## src/rtl/laser_scheduler.sv

```systemverilog
// laser_scheduler: player laser-shot pool.
// Turns the level fire request into cooldown-limited shots, allocates them
// to the lowest free slot, moves active shots up once per frame tick and
// retires them at the top of the screen or on a collision hit.
// Optional build macro: LASER_DOUBLE_SHOT_EN (twin shots at plane_h -/+ 8).
module laser_scheduler #(
    parameter int unsigned SLOTS    = 4,
    parameter int unsigned COOLDOWN = 20,
    parameter int unsigned SPEED    = 3,
    parameter int unsigned START_V  = 400,
    parameter int unsigned TOP_V    = 10,
    parameter int unsigned H_W      = 10,
    parameter int unsigned V_W      = 9
) (
    input  logic                 clk,
    input  logic                 rst_n,
    input  logic [1:0]           state,
    input  logic                 tick,
    input  logic                 fire,
    input  logic [H_W-1:0]       plane_h,
    input  logic [SLOTS-1:0]     hit,
    output logic [SLOTS-1:0]     laser_valid,
    output logic [SLOTS*H_W-1:0] laser_h,
    output logic [SLOTS*V_W-1:0] laser_v,
    output logic                 cooldown_busy,
    output logic [7:0]           shots_fired
);

`ifdef LASER_DOUBLE_SHOT_EN
    localparam int unsigned CD_LOAD = 2 * COOLDOWN;
`else
    localparam int unsigned CD_LOAD = COOLDOWN;
`endif
    localparam int unsigned CNT_W = $clog2(CD_LOAD + 1);

    typedef enum logic [1:0] {
        ST_PRESS_START = 2'd0,
        ST_PLAYING     = 2'd1,
        ST_GAMEOVER    = 2'd2,
        ST_RESTART     = 2'd3
    } game_state_e;

    game_state_e game_state;
    assign game_state = game_state_e'(state);

    logic [SLOTS-1:0]          valid_q, valid_d;
    logic [SLOTS-1:0][H_W-1:0] h_q, h_d;
    logic [SLOTS-1:0][V_W-1:0] v_q, v_d;
    logic [CNT_W-1:0]          cnt_q, cnt_d;
    logic                      busy_q, busy_d;
    logic [7:0]                fired_q, fired_d;

    logic [SLOTS-1:0] alloc1;
    logic             found1;
    logic             accept;
    logic [1:0]       n_alloc;
    logic [8:0]       fired_sum;
`ifdef LASER_DOUBLE_SHOT_EN
    logic [SLOTS-1:0] alloc2;
    logic             found2;
`endif

    // Next-state: slot movement/retire, cooldown, fire acceptance, state gating
    always_comb begin
        valid_d = valid_q;
        h_d     = h_q;
        v_d     = v_q;
        cnt_d   = cnt_q;
        fired_d = fired_q;
        alloc1  = '0;
        found1  = 1'b0;
`ifdef LASER_DOUBLE_SHOT_EN
        alloc2  = '0;
        found2  = 1'b0;
`endif
        // Free slots are taken from the pre-update valid bits, so a slot
        // retired or hit this cycle cannot be reused until a later tick.
        for (int unsigned i = 0; i < SLOTS; i++) begin
            if (!valid_q[i]) begin
                if (!found1) begin
                    alloc1[i] = 1'b1;
                    found1    = 1'b1;
                end
`ifdef LASER_DOUBLE_SHOT_EN
                else if (!found2) begin
                    alloc2[i] = 1'b1;
                    found2    = 1'b1;
                end
`endif
            end
        end

        accept = (game_state == ST_PLAYING) && tick && fire &&
                 (cnt_q == '0) && found1;

        n_alloc = 2'd1;
`ifdef LASER_DOUBLE_SHOT_EN
        if (found2) n_alloc = 2'd2;
`endif
        fired_sum = {1'b0, fired_q} + 9'(n_alloc);

        case (game_state)
            ST_PRESS_START, ST_RESTART: begin
                valid_d = '0;
                cnt_d   = '0;
                fired_d = '0;
            end
            ST_PLAYING: begin
                for (int unsigned i = 0; i < SLOTS; i++) begin
                    if (valid_q[i]) begin
                        if (hit[i]) begin
                            valid_d[i] = 1'b0;
                        end else if (tick) begin
                            if (v_q[i] < V_W'(TOP_V + SPEED)) valid_d[i] = 1'b0;
                            else v_d[i] = v_q[i] - V_W'(SPEED);
                        end
                    end
                end
                if (tick && (cnt_q != '0)) cnt_d = cnt_q - CNT_W'(1);
                if (accept) begin
                    for (int unsigned i = 0; i < SLOTS; i++) begin
                        if (alloc1[i]) begin
                            valid_d[i] = 1'b1;
                            h_d[i]     = plane_h;
                            v_d[i]     = V_W'(START_V);
`ifdef LASER_DOUBLE_SHOT_EN
                            if (found2) h_d[i] = plane_h - H_W'(8);
`endif
                        end
`ifdef LASER_DOUBLE_SHOT_EN
                        if (alloc2[i]) begin
                            valid_d[i] = 1'b1;
                            h_d[i]     = plane_h + H_W'(8);
                            v_d[i]     = V_W'(START_V);
                        end
`endif
                    end
                    cnt_d   = CNT_W'(CD_LOAD);
                    fired_d = fired_sum[8] ? 8'hFF : fired_sum[7:0];
                end
            end
            default: ; // gameover: everything frozen
        endcase

        busy_d = (cnt_d != '0);
    end

    // State registers with synchronous active-low reset
    always_ff @(posedge clk) begin
        if (!rst_n) begin
            valid_q <= '0;
            h_q     <= '0;
            v_q     <= '0;
            cnt_q   <= '0;
            busy_q  <= 1'b0;
            fired_q <= '0;
        end else begin
            valid_q <= valid_d;
            h_q     <= h_d;
            v_q     <= v_d;
            cnt_q   <= cnt_d;
            busy_q  <= busy_d;
            fired_q <= fired_d;
        end
    end

    assign laser_valid   = valid_q;
    assign laser_h       = h_q;
    assign laser_v       = v_q;
    assign cooldown_busy = busy_q;
    assign shots_fired   = fired_q;

endmodule

```

## config.mk

```make
export PLATFORM = sky130hd
export DESIGN_NAME = laser_scheduler
export DESIGN_NICKNAME = d
export VERILOG_FILES = /design/src/rtl/laser_scheduler.sv
export SDC_FILE = /design/constraint.sdc
export NUM_CORES = 1
export LEC_CHECK = 0
export ABC_AREA = 1
export BUFFER_PORTS_ARGS = -buffer_cell sky130_fd_sc_hd__buf_2
export CORE_MARGIN = 3
export CORE_UTILIZATION = 41
export CTS_CLUSTER_DIAMETER = 200
export DETAILED_ROUTE_END_ITERATION = 8
export PLACE_DENSITY = 0.65
export SYNTH_ARGS = -nofsm -noshare
export SYNTH_HDL_FRONTEND = slang
export SYNTH_SLANG_ARGS = --single-unit
```

## constraint.sdc

```tcl
create_clock -name clk -period 2 [get_ports clk]
set_clock_uncertainty 0.15 [all_clocks]
set_input_delay 0.3 -clock clk [delete_from_list [all_inputs] [get_ports clk]]
set_output_delay 0.3 -clock clk [all_outputs]
set_load 0.1 [all_outputs]
```

==> flow_summary.toml <==
[grt]
grt_pass1_wl_um = 21420
overflow = 0
grt_max_degree = 49
grt.total_usage_pct = 20.48
grt_antenna_before_repair = 0
grt_pass1_vias = 4593

[layout]
syn2layout_area_growth_pct = 24.57
nNetsFinal = 831
n_antenna_cell = 0
drive_above_1_share_pct = 28.02
final_util_pct = 53.26

[logic_synthesis]
yosysMostFrequentCell = "nand2_1"
ys_seq_elements = 94
ys_types = 41
syn-cell-area_sq_um = 4716
synth_cells = 689
ys_warn_count = 0
synth_area_leaders = "dfxtp_1, nand2_1, a21oi_1"
ys_seq_area_share_pct = 39.90
synth_common_cells = "nand2_1, dfxtp_1, inv_1"
synth.avg_cell_area_sq_um = 6.844
ys_async_sr_fraction_pct = 0
ys.flop_type = "dfxtp_1"
yosysTopAreaCell = "dfxtp_1"
synth_nets = 715
synth_edf_count = 0
synth_top_cell_area_share_pct = 39.90

[critical_path]
critPathKind = "reg2reg"
worst_setup_path_start_kind = "flop"
regToRegSetupSlack_ns = 0.08
r2r_cells = 10
worstSetupEndpointType = "flop"
required_ns = 2.14
path_max_fanout = 12
critical_path_arrival_ns = 2.06

[sta]
worstMarginPinSlew_ns = 0.5129
finalSetupViolCount = 0
fmax_mhz = 522.1
fin_crit_sh_pct = 95.77
fin_crit_ns = 1.915
rsz0062_at_grt = "true"
hold_violations = 0
fin_hold_ws_ns = 0.08358
finalMaxSlewViolations = 0
setup_ws_ns = 0.08463
slew_headroom_pct = 66.04

[floorplanning]
initial_core_util_pct = 42.75
die_h_um = 113.2
rows = 38
fp.dieArea_sq_um = 12820
core_sq_um = 11030
boundaryPins = 109
die_x_um = 113.2

[power]
power_uw = 3992
p_per_area_nw_per_um2 = 679.6
seqPwrFrac_pct = 47.3
comb_power_share_pct = 7.6
peakVddDrop_v = 0.0004005
switching_share_pct = 26.20
p_sw_uw = 1046
leakage_uw = 0.002671
p_clk_share_pct = 45.1
intPower_uw = 2946

[worst_hold_path]
min_path_type = "in2reg"
hold_depth = 3

[flow_run]
cap_violations = 0

[clock_tree]
htreeDepth = 3
clockBufferDepth = 2
cts-root-buf = "clkbuf_16"
worstSkewPairLatency_ns = 0.35
clk_pin_slew_worst_paths_ns = 0.07
cts_sinks = 94
cts_hold_buffers = 0
postCtsSetupRepairBufs = 0
cts_tree = "done"
cts_buffers = 9

[outcome]
status = "finished, final reports clean"

[placement]
dpl.hpwl_um = 9910
place_congestion = 0.9496
place.port_buffers = 108
post-place-ws_ns = -0.003255

[routing]
routed-via-count = 4891
wl_per_cell_um = 13.98
drc = 0
vias_per_cell = 5.148
first_pass_iters = 4
drtAntennaViolNets = 0
wirelength_um = 13280
initialDrtViolationCount = 306
## layer usage
layer | track usage, % | vias up | part of all wire [%]
li1 | - | 2482 | -
met1 | 25.88 | 2260 | 45
met2 | 33.45 | 136 | 46
met3 | 5.508 | 13 | 7.2
met4 | 7.692 | 0 | 1.5
met5 | 0 | - | 0
## cell usage in the layout (no fill, tap or decap), types with 3 or more instances in the layout
cell          n
o21bai_1      4
inv_1        68
or2_2         4
nor3_1       13
clkbuf_16     9
xor2_1        5
nand3_1      53
a21oi_1      64
dfxtp_1      52
o21ai_0      26
nand3b_1      4
a21oi_2      10
buf_4        14
nand2_2      14
dfxtp_2      39
inv_6         3
o211ai_1      6
nor2_1       60
ha_1          5
nand2_1     192
buf_2       108
nand4_1      11
dfxtp_4       3
a31oi_1       4
clkinvlp_4    4
o22ai_1       3
## worst max-delay path, cell delays in order, from the launching register on
cell	delay (ns)
dfxtp_1	0.32
inv_1	0.12
ha_2	0.24
nand3_2	0.12
inv_1	0.08
nand3_2	0.09
clkinv_4	0.12
nand3_4	0.20
inv_4	0.19
nand2_1	0.09
a21oi_2	0.12
## sequential cells by signal, summed over array words and instances (netlist names)
| register | cells |
|---|---|
| cooldown_busy | 1 |
| laser_h | 40 |
| shots_fired | 8 |
| laser_v | 36 |
| laser_valid | 4 |
| cnt_q | 5 |
## layout make-up
cell class | count | area [sq um]
fill | 1108 | 5156
multi-input combinational | 500 | 2459
sequential | 94 | 1942
timing repair buffer | 124 | 685.7
inverter | 74 | 292.8
clock buffer | 10 | 229.0
tap | 140 | 175.2
clock inverter | 6 | 76.32
timing repair inverter | 2 | 15.01
## power groups by stage
stage               combinational (uW)  sequential [uW]  clock (uW)
global route                       327             1890        1920
floorplan                          127             2010           0
finish                             302             1890        1800
global placement                   296             1930           0
CTS                                300             1890        1840
detailed placement                 299             1930           0
## metrics by stage
stage / std cells / instance area [sq um] / setup TNS, ns
global placement: 932 / 5520 / 0
detailed placement: 932 / 5520 / -0.003255
finish: 950 / 5874 / 0
CTS: 948 / 5828 / 0
global route: 950 / 5874 / -0.3732
floorplan: 689 / 4776 / 0
## final timing paths
kind,start,to
worst max register to register,cnt_q[0]$_SDFF_PN0_,laser_h[33]$_SDFFE_PN0P_
worst max-delay path,cnt_q[0]$_SDFF_PN0_,laser_h[33]$_SDFFE_PN0P_
worst min register to register,laser_h[9]$_SDFFE_PN0P_,laser_h[9]$_SDFFE_PN0P_
worst min-delay path,plane_h[9],laser_h[29]$_SDFFE_PN0P_
## repair_timing
action / CTS / global route
setup endpoints to repair: 3 / 45
gates resized for setup: 1 / 12
cloned: 0 / 2
## logic make-up (layout without fill, tap and decap cells)
| group | Yosys count | count (layout) | synth area share [%] |
|---|---|---|---|
| XOR/XNOR | 7 | 7 | 1.300 |
| buffers and inverters | 95 | 216 | 8.384 |
| flip-flops | 94 | 94 | 39.90 |
| AND/OR/NAND/NOR | 362 | 362 | 33.67 |
| AO/OA/AOI/OAI | 125 | 125 | 15.15 |
| adder cells (fa/ha/maj) | 6 | 6 | 1.592 |
Power figures use the tool's default switching activity.
